===== config.mk =====
export PLATFORM = sky130hd
export DESIGN_NAME = collision_scan_ctrl_flat
export DESIGN_NICKNAME = d
export VERILOG_FILES = /design/src/rtl/collision_scan_ctrl_if.sv /design/src/rtl/collision_scan_ctrl.sv /design/src/flat_wrapper.sv
export SDC_FILE = /design/constraint.sdc
export NUM_CORES = 1
export LEC_CHECK = 0
export BUFFER_PORTS_ARGS = -buffer_cell sky130_fd_sc_hd__buf_2
export CORE_ASPECT_RATIO = 1.2
export CORE_UTILIZATION = 29
export CTS_BUF_LIST = sky130_fd_sc_hd__clkbuf_4
export DETAILED_ROUTE_END_ITERATION = 10
export GPL_TIMING_DRIVEN = 0
export SLEW_MARGIN = 40
export SYNTH_ARGS = -nofsm -noshare
export SYNTH_HDL_FRONTEND = slang
export SYNTH_SLANG_ARGS = --single-unit

===== constraint.sdc =====
create_clock -name clk -period 3 [get_ports clk]
set_input_delay 0.15 -clock clk [delete_from_list [all_inputs] [get_ports clk]]
set_output_delay 0.15 -clock clk [all_outputs]
set_load 0.01 [all_outputs]

===== src/rtl/collision_scan_ctrl_if.sv =====
// Bundle between the obstacle generator / shared collision detector and the
// scan controller. Port suffixes are from the controller's point of view.
interface collision_scan_ctrl_if #(
    parameter int NUM_CACTI = 3
);
    logic                   frame_tick_i;
    logic                   clear_i;
    logic [NUM_CACTI-1:0]   cactus_valid_i;
    logic [9*NUM_CACTI-1:0] cactus_x_i;
    logic [9*NUM_CACTI-1:0] cactus_y_i;
    logic [6*NUM_CACTI-1:0] cactus_h_i;
    logic                   det_hit_i;
    logic [8:0]             sel_cactusX_o;
    logic [8:0]             sel_cactusY_o;
    logic [5:0]             sel_cactusHeight_o;
    logic                   scan_busy_o;
    logic                   scan_done_o;
    logic [NUM_CACTI-1:0]   hit_mask_o;
    logic                   collision_o;
    logic                   frame_overrun_o;

    modport master (
        output frame_tick_i, clear_i, cactus_valid_i, cactus_x_i, cactus_y_i,
               cactus_h_i, det_hit_i,
        input  sel_cactusX_o, sel_cactusY_o, sel_cactusHeight_o, scan_busy_o,
               scan_done_o, hit_mask_o, collision_o, frame_overrun_o
    );

    modport slave (
        input  frame_tick_i, clear_i, cactus_valid_i, cactus_x_i, cactus_y_i,
               cactus_h_i, det_hit_i,
        output sel_cactusX_o, sel_cactusY_o, sel_cactusHeight_o, scan_busy_o,
               scan_done_o, hit_mask_o, collision_o, frame_overrun_o
    );
endinterface


===== src/rtl/collision_scan_ctrl.sv =====
// Shares one collision detector across NUM_CACTI obstacle slots: snapshots the
// slots on frame_tick, scans valid ones in turn and keeps a sticky game-over flag.
module collision_scan_ctrl #(
    parameter int NUM_CACTI   = 3,
    parameter int DET_LATENCY = 1
) (
    input  logic                  clk,
    input  logic                  reset,
    collision_scan_ctrl_if.slave  bus
);
    localparam int XW = 9;
    localparam int HW = 6;
    localparam int IW = (NUM_CACTI > 1) ? $clog2(NUM_CACTI) : 1;
    localparam int CW = (DET_LATENCY > 1) ? $clog2(DET_LATENCY) : 1;
    localparam logic [IW-1:0] LAST_IDX  = IW'(NUM_CACTI - 1);
    localparam logic [CW-1:0] WAIT_INIT = CW'(DET_LATENCY - 1);

    typedef enum logic [1:0] {
        ST_IDLE  = 2'd0,
        ST_DRIVE = 2'd1,
        ST_WAIT  = 2'd2,
        ST_DONE  = 2'd3
    } state_e;

    state_e                  state_q;
    logic [IW-1:0]           idx_q;
    logic [CW-1:0]           cnt_q;
    logic [NUM_CACTI-1:0]    snap_valid_q;
    logic [XW*NUM_CACTI-1:0] snap_x_q;
    logic [XW*NUM_CACTI-1:0] snap_y_q;
    logic [HW*NUM_CACTI-1:0] snap_h_q;
    logic [NUM_CACTI-1:0]    scratch_q;
    logic [NUM_CACTI-1:0]    hit_mask_q;
    logic                    busy_q;
    logic                    done_q;
    logic                    collision_q;
    logic                    overrun_q;

    logic [XW-1:0]           sel_x_s;
    logic [XW-1:0]           sel_y_s;
    logic [HW-1:0]           sel_h_s;

    // Detector operand mux; an unoccupied slot presents zeros so the detector never sees stale data.
    always_comb begin
        sel_x_s = '0;
        sel_y_s = '0;
        sel_h_s = '0;
        if ((state_q == ST_DRIVE || state_q == ST_WAIT) && snap_valid_q[idx_q]) begin
            sel_x_s = snap_x_q[XW*int'(idx_q) +: XW];
            sel_y_s = snap_y_q[XW*int'(idx_q) +: XW];
            sel_h_s = snap_h_q[HW*int'(idx_q) +: HW];
        end else begin
            sel_x_s = '0;
            sel_y_s = '0;
            sel_h_s = '0;
        end
    end

    // Scan sequencer: snapshot, per-slot drive/wait, and sticky result flags.
    always_ff @(posedge clk or negedge reset) begin
        if (!reset) begin
            state_q      <= ST_IDLE;
            idx_q        <= '0;
            cnt_q        <= '0;
            snap_valid_q <= '0;
            snap_x_q     <= '0;
            snap_y_q     <= '0;
            snap_h_q     <= '0;
            scratch_q    <= '0;
            hit_mask_q   <= '0;
            busy_q       <= 1'b0;
            done_q       <= 1'b0;
            collision_q  <= 1'b0;
            overrun_q    <= 1'b0;
        end else if (bus.clear_i) begin
            state_q      <= ST_IDLE;
            idx_q        <= '0;
            cnt_q        <= '0;
            scratch_q    <= '0;
            hit_mask_q   <= '0;
            busy_q       <= 1'b0;
            done_q       <= 1'b0;
            collision_q  <= 1'b0;
            overrun_q    <= 1'b0;
        end else begin
            done_q <= 1'b0;
            if (bus.frame_tick_i && (state_q != ST_IDLE)) begin
                overrun_q <= 1'b1;
            end else begin
                overrun_q <= overrun_q;
            end
            case (state_q)
                ST_IDLE: begin
                    // Once game over is latched the scene stays frozen until clear.
                    if (bus.frame_tick_i && !collision_q) begin
                        snap_valid_q <= bus.cactus_valid_i;
                        snap_x_q     <= bus.cactus_x_i;
                        snap_y_q     <= bus.cactus_y_i;
                        snap_h_q     <= bus.cactus_h_i;
                        idx_q        <= '0;
                        scratch_q    <= '0;
                        busy_q       <= 1'b1;
                        state_q      <= ST_DRIVE;
                    end else begin
                        busy_q       <= 1'b0;
                    end
                end
                ST_DRIVE: begin
                    if (snap_valid_q[idx_q]) begin
                        cnt_q   <= WAIT_INIT;
                        state_q <= ST_WAIT;
                    end else begin
                        scratch_q[idx_q] <= 1'b0;
                        if (idx_q == LAST_IDX) begin
                            done_q  <= 1'b1;
                            state_q <= ST_DONE;
                        end else begin
                            idx_q   <= idx_q + IW'(1);
                            state_q <= ST_DRIVE;
                        end
                    end
                end
                ST_WAIT: begin
                    if (cnt_q == '0) begin
                        scratch_q[idx_q] <= bus.det_hit_i;
                        if (idx_q == LAST_IDX) begin
                            done_q  <= 1'b1;
                            state_q <= ST_DONE;
                        end else begin
                            idx_q   <= idx_q + IW'(1);
                            state_q <= ST_DRIVE;
                        end
                    end else begin
                        cnt_q <= cnt_q - CW'(1);
                    end
                end
                ST_DONE: begin
                    hit_mask_q  <= scratch_q;
                    collision_q <= collision_q | (|scratch_q);
                    idx_q       <= '0;
                    busy_q      <= 1'b0;
                    state_q     <= ST_IDLE;
                end
                default: begin
                    busy_q  <= 1'b0;
                    state_q <= ST_IDLE;
                end
            endcase
        end
    end

    assign bus.sel_cactusX_o      = sel_x_s;
    assign bus.sel_cactusY_o      = sel_y_s;
    assign bus.sel_cactusHeight_o = sel_h_s;
    assign bus.scan_busy_o        = busy_q;
    assign bus.scan_done_o        = done_q;
    assign bus.hit_mask_o         = hit_mask_q;
    assign bus.collision_o        = collision_q;
    assign bus.frame_overrun_o    = overrun_q;
endmodule

===== src/flat_wrapper.sv =====
// flat-port wrapper written by rule: the top's interface ports become plain ports
module collision_scan_ctrl_flat 
#(
    parameter int NUM_CACTI   = 3,
    parameter int DET_LATENCY = 1
)
  (clk, reset, bus_frame_tick_i, bus_clear_i, bus_cactus_valid_i, bus_cactus_x_i, bus_cactus_y_i, bus_cactus_h_i, bus_det_hit_i, bus_sel_cactusX_o, bus_sel_cactusY_o, bus_sel_cactusHeight_o, bus_scan_busy_o, bus_scan_done_o, bus_hit_mask_o, bus_collision_o, bus_frame_overrun_o);
  collision_scan_ctrl_if #(.NUM_CACTI(NUM_CACTI)) bus_i ();
  input  logic clk;
  input  logic reset;
  input wire logic [$bits(bus_i.frame_tick_i)-1:0] bus_frame_tick_i;
  input wire logic [$bits(bus_i.clear_i)-1:0] bus_clear_i;
  input wire logic [$bits(bus_i.cactus_valid_i)-1:0] bus_cactus_valid_i;
  input wire logic [$bits(bus_i.cactus_x_i)-1:0] bus_cactus_x_i;
  input wire logic [$bits(bus_i.cactus_y_i)-1:0] bus_cactus_y_i;
  input wire logic [$bits(bus_i.cactus_h_i)-1:0] bus_cactus_h_i;
  input wire logic [$bits(bus_i.det_hit_i)-1:0] bus_det_hit_i;
  output wire logic [$bits(bus_i.sel_cactusX_o)-1:0] bus_sel_cactusX_o;
  output wire logic [$bits(bus_i.sel_cactusY_o)-1:0] bus_sel_cactusY_o;
  output wire logic [$bits(bus_i.sel_cactusHeight_o)-1:0] bus_sel_cactusHeight_o;
  output wire logic [$bits(bus_i.scan_busy_o)-1:0] bus_scan_busy_o;
  output wire logic [$bits(bus_i.scan_done_o)-1:0] bus_scan_done_o;
  output wire logic [$bits(bus_i.hit_mask_o)-1:0] bus_hit_mask_o;
  output wire logic [$bits(bus_i.collision_o)-1:0] bus_collision_o;
  output wire logic [$bits(bus_i.frame_overrun_o)-1:0] bus_frame_overrun_o;
  assign bus_i.frame_tick_i = bus_frame_tick_i;
  assign bus_i.clear_i = bus_clear_i;
  assign bus_i.cactus_valid_i = bus_cactus_valid_i;
  assign bus_i.cactus_x_i = bus_cactus_x_i;
  assign bus_i.cactus_y_i = bus_cactus_y_i;
  assign bus_i.cactus_h_i = bus_cactus_h_i;
  assign bus_i.det_hit_i = bus_det_hit_i;
  assign bus_sel_cactusX_o = bus_i.sel_cactusX_o;
  assign bus_sel_cactusY_o = bus_i.sel_cactusY_o;
  assign bus_sel_cactusHeight_o = bus_i.sel_cactusHeight_o;
  assign bus_scan_busy_o = bus_i.scan_busy_o;
  assign bus_scan_done_o = bus_i.scan_done_o;
  assign bus_hit_mask_o = bus_i.hit_mask_o;
  assign bus_collision_o = bus_i.collision_o;
  assign bus_frame_overrun_o = bus_i.frame_overrun_o;
  collision_scan_ctrl #(.NUM_CACTI(NUM_CACTI), .DET_LATENCY(DET_LATENCY)) u_core (.clk(clk), .reset(reset), .bus(bus_i));
endmodule

# After elaboration in Yosys (flattened, before gate mapping)
# Index checks and enable logic that the tools add are counted.
[op_classes] addsub=2 shifts=3 n_reduce_logical=19 n_lt_le_gt_ge=2 mul=2 div=0 n_eq_ne=8 muxes=43 bitwise_logic=4
[ops] op="27-bit by 32-bit variable part select with 9-bit output" n=2
[ops] op="18-bit by 32-bit variable part select with 6-bit output" n=1
[ops] op="2-bit two-way mux" n=10
[ops] op="3-bit two-way mux" n=6
[ops] op="9-bit two-way mux" n=2
[ops] op="2-bit case mux with 4 select lines" n=2
[ops] op="1-bit two-way mux" n=15
[ops] op="3-bit != test, second input constant" n=3
[ops] op="3-bit case mux with 3 select lines" n=1
[ops] op="2-bit == test, second input constant" n=3
[ops] op="4-bit by 2-bit multiplier with 6-bit output, first input constant" n=1
[ops] op="6-bit two-way mux" n=1
[ops] op="1-bit case mux with 2 select lines" n=3
[ops] op="3-bit AND reduction" n=2
[ops] op="2-bit nonzero test" n=3
[ops] op="3-bit nonzero test" n=2
[ops] op="1-bit logical AND" n=4
[ops] op="2-bit by 2-bit multiplier with 4-bit output, first input constant" n=1
[ops] op="2-bit AND reduction" n=2
[ops] op="4-bit AND reduction" n=1
[ops] op="4-bit nonzero test" n=1
[ops] op="3-bit AND" n=1
[ops] op="3-bit bitwise mux" n=1
[ops] op="2-bit by 3-bit < comparator with 1-bit output, second input constant" n=1
[ops] op="other kinds (14)" n=14
[totals] latchBits=0 register_bits=90 ramBits=0 mem_count=0 romBits=0

# Depth between registers and ports, before layout
[logic_depth] word_depth=9 depth_mapped=8

# Worst setup path before layout
# Ideal clock, no wire load.
[synth_path] kind="reg2reg" start="register u_core.idx_q[1]" end="register u_core.idx_q[1]" setup_time_ps=82 required_time_ps=2918 path_slack_ps=1187 path_buffers=2 synth_period_minus_slack_ps=1813 stages_incl_launch_ff=8 arrival_ps=1731 cell_sequence="dfrtp_1 buf_2 buf_4 inv_1 ha_1 nand3b_1 or3_1 a31oi_1"
[synth_via] elab_chain_cells=5 word_cells_on_any_way=11 classes_between="add/sub: 1; eq/ne: 2; mux: 7; reduce/logical: 1"
[synth_rtl] element="from (decl)" line="collision_scan_ctrl.sv:26" text="logic [IW-1:0] idx_q;"
[synth_rtl] element="from (signal assigned)" line="collision_scan_ctrl.sv:118" text="idx_q <= idx_q + IW'(1);"
[synth_rtl] element="from (signal assigned)" line="collision_scan_ctrl.sv:130" text="idx_q <= idx_q + IW'(1);"
[synth_rtl] element="2-bit by 1-bit adder with 2-bit output / 2-bit == test (equally long branches)"
[synth_rtl] element="2-bit two-way mux" line="collision_scan_ctrl.sv:114, collision_scan_ctrl.sv:126"
[synth_rtl] element="2-bit two-way mux (on tied branches)" line="collision_scan_ctrl.sv:124, collision_scan_ctrl.sv:109"
[synth_rtl] element="2-bit case mux with 4 select lines" line="collision_scan_ctrl.sv:92" text="case (state_q)"
[synth_rtl] element="2-bit two-way mux" line="collision_scan_ctrl.sv:75" text="end else if (bus.clear_i) begin"
# Parallel ways exist; a longest one is shown, timed or not. The select of a mux whose other input is x is not followed.
# A chain may end at the register's enable or synchronous reset.

# Worst setup path after layout
[layout_path] start="register u_core.idx_q[0]" end="output port bus_sel_cactusX_o[3]"
[layout_via] elab_chain_cells=4 word_cells_on_any_way=6 classes_between="mul: 1; shift: 1; mux: 3; reduce/logical: 1"
[layout_rtl] element="branches (longest 3 deep; another with 4-bit by 2-bit multiplier with 6-bit output)"
[layout_rtl] element="9-bit two-way mux (*)" line="collision_scan_ctrl.sv:48" text="if ((state_q == ST_DRIVE || state_q == ST_WAIT) && snap_valid_q[idx_q]) begin"
[layout_rtl] element="to (decl)" line="flat_wrapper.sv:18" text="output wire logic [$bits(bus_i.sel_cactusX_o)-1:0] bus_sel_cactusX_o;"
# Mark *: on every way between the ends. The select of a mux whose other input is x is not followed.

==> key figures <==
Outcome
  – Run status: complete, but fails checks
  – Failing checks: design-rule violations

CTS
  – CTS Buf Count: 9
  – CTS H-tree lvls: 3
  – Post-CTS setup buffers: 0
  – CTS tree: yes
  – Clk sink count: 89
  – Worst-Skew Late Latency: 0.48 ns
  – Clk slew on worst S/H paths: 0.14 ns
  – CTS max path bufs: 2
  – Root Driver: clkbuf_4

Yosys
  – Yosys warns: 0
  – Post-synthesis sequential area ratio: 52.63%
  – Largest area contributor in the netlist: dfrtp_1
  – Share of the synthesized area in the top cell type: 52.63%
  – Mean Syn Cell Area: 11.79 um2
  – Synthesized flop and latch total: 89
  – Synth area leaders: dfrtp_1 53%, mux2_1 20%, mux2i_1 6.6%, nor2_1 5.3%, a21oi_1 3.2%
  – Post-synth EDFFs: 0
  – Mapped cell area: 4232 um2
  – Synth async-reset ratio: 100.0%
  – Synthesized instance count: 359
  – Distinct cells, synth: 30
  – Most used DFF post-synth: dfrtp_1
  – Syn Nets: 447

Min path
  – Hold crit path type: input pin to register

STA
  – Clock period minus worst slack: 2.655 ns
  – Max Clk Rate: 376.7 MHz
  – Final Hold Fails: 0
  – Setup TNS: 0 ns
  – Relative slew slack: 61.26%
  – Max Slew Vio Count: 0
  – Clock Skew: 0.01165 ns
  – Unrepaired setup endpoints after global routing: false
  – Final worst setup slack: 0.3455 ns
  – Actual slew at the worst max-slew pin: 0.5811 ns
  – Fin crit share: 88.48%
  – Setup Viol. Count Final: 0

Final layout
  – P&R area growth vs syn: 40.66%
  – Nets: 647
  – Antenna Cells: 0
  – Finished Layout Cells: 738
  – Share of cells above drive strength 1: 25.58%
  – FILL cells: 1373

Floorplan
  – Die H: 134.3 um
  – Starting Density: 29.60%
  – Die area: 15080 um2
  – Core Area: 14290 um2
  – Chip Width: 112.3 um
  – Ports: 111
  – Rows: 48

Worst setup path
  – CP Launch Type: register
  – Arrival time worst endpoint: 2.50 ns
  – Worst setup EP type: output port
  – Crit Path Category: register to output port
  – Critical path required time: 2.85 ns
  – Critical R2R Launch: u_core.state_q[0]
  – Critical-path maximum fanout: 10
  – Critical path origin: u_core.idx_q[0]
  – Worst setup path end: bus_sel_cactusX_o[3]
  – Reg-to-reg slack, setup: 0.81 ns
  – FF-to-FF path depth: 7
  – Reg2Reg Capture Point: u_core.snap_x_q[24]

Pwr
  – LEAKAGE: 2.682 nW
  – Peak VDD IR: 271.7 uV
  – PD cells: 572.1 nW/um2

Detailed routing
  – DRC Markers: 6
  – Iter 0 DRT Violations: 113
  – Via count: 3484
  – Routed length per instance: 15.38 um
  – Total iterations of the first detailed-routing run: 7
  – Post-DRT Antenna Nets: 0
  – Routed vias/inst: 4.721
  – Final WL: 11.35 mm

Placement
  – HPWL Detailed: 7.822 mm
  – Worst slack, placed: 0.8307 ns
  – GP Congestion: 0.8539
  – Placed Instances: 645
  – I/O Buffers: 110

Global routing
  – Vias in the first global route: 3713
  – Total GRT Usage: 16.21%
  – Largest net degree at the start of global routing: 49
  – First-pass GRT wire length: 18.56 mm
  – Initial antenna violation count: 0
  – Total gr overflow: 0

Run
  – Max cap viols: 0
## cell usage in the layout (no fill, tap or decap), drive strengths merged, types with 2 or more instances in the layout
cell,count
dlygate4sd3,78
ha,8
nand3,4
o32ai,7
clkbuf,17
a31oi,2
a21oi,27
clkinv,3
nand2,8
a211oi,3
inv,10
mux2,75
nor2,61
nand2b,4
buf,124
nor3,2
dfrtp,89
mux2i,28
## timing repair
item,4_1_cts,5_1_grt
gates resized for setup,0,0
endpoints found under the hold margin,167,0
hold buffers,78,0
## layout make-up
class | instances | area (um2) | share of cell area (%)
repair buffers | 189 | 1365 | 22.93
well taps | 175 | 219.0 | 3.679
multi-input cells | 240 | 1858 | 31.22
inverters | 9 | 33.78 | 0.5676
plain buffers | 21 | 112.6 | 1.892
clock buffers | 9 | 67.56 | 1.135
flip-flops and latches | 89 | 2227 | 37.42
clock inverters | 6 | 68.82 | 1.156
## power by group
group / internal [mW] / leakage (nW) / total, mW / switching (mW)
Clock: 0.253 / 0.0724 / 0.685 / 0.432
Sequential: 1.51 / 1.07 / 1.68 / 0.163
Combinational: 0.513 / 1.54 / 1.04 / 0.531
Total: 2.28 / 2.68 / 3.41 / 1.12
## cell usage after synthesis (3+ instances only)
cell / n
nand2_1: 8
buf_4: 7
a21oi_1: 27
nand3_1: 4
a211oi_1: 3
ha_1: 8
inv_1: 8
nand2b_1: 4
dfrtp_1: 89
mux2_1: 75
mux2i_1: 28
clkbuf_1: 8
buf_2: 6
nor2_1: 60
o32ai_1: 7
## per-stage QoR
step                total power [mW]  cell area, um2  hold WS (ns)  utilization [%]
finish                         3.405            5952       0.04818            41.64
global placement               2.614            5001        0.3674            34.99
floorplan                      2.315            4232       -0.1456                -
detailed placement             2.674            5035        0.1045            35.22
global route                   3.643            5952       0.02692            41.64
CTS                            3.454            5952       0.01288            41.64
## kinds of logic (layout without fill, tap and decap cells)
kind of cell,Yosys count,after routing,share of synthesized area (%)
muxes,103,103,26.58
adders and majority gates,8,8,2.366
AOI/OAI and AO/OA,44,44,6.505
buffers and inverters,30,234,3.459
and+or+nand+nor,85,85,8.457
DFF,89,89,52.63
## worst min-delay path by stage
| stage | cells past startpoint | from | endpoint |
|---|---|---|---|
| detailed placement | 1 | reset | u_core.snap_h_q[12] |
| CTS | 5 | bus_det_hit_i | u_core.scratch_q[2] |
| finish | 5 | bus_det_hit_i | u_core.scratch_q[2] |
| global placement | 2 | bus_cactus_y_i[8] | u_core.snap_y_q[8] |
| floorplan | 0 | reset | u_core.bus.collision_o |
| global route | 5 | bus_det_hit_i | u_core.scratch_q[2] |
## layer usage
metal / vias to the layer above / global-route usage, % / wire [um]
met4: 0 / 7.481 / 286
met2: 82 / 27.88 / 5575
met5: - / 0 / 0
met1: 1731 / 19.24 / 5022
met3: 20 / 3.705 / 466
li1: 1651 / - / -
## critical path: stages, from the launching register on
cell and delay [ns]:
dfrtp_1 0.44, buf_2 0.28, inv_2 0.09, nor2_2 0.30, clkbuf_1 0.50, a21oi_1 0.15, nor2_1 0.11, buf_2 0.14
## registers in the layout, summed over array words and instances (netlist names), 2 cells and up
name and cells:
u_core.snap_x_q 27, u_core.snap_y_q 27, u_core.snap_h_q 18, u_core.bus.hit_mask_o 3, u_core.scratch_q 3, u_core.snap_valid_q 3, u_core.idx_q 2, u_core.state_q 2
Note: power is estimated with default switching activity, not from simulation.
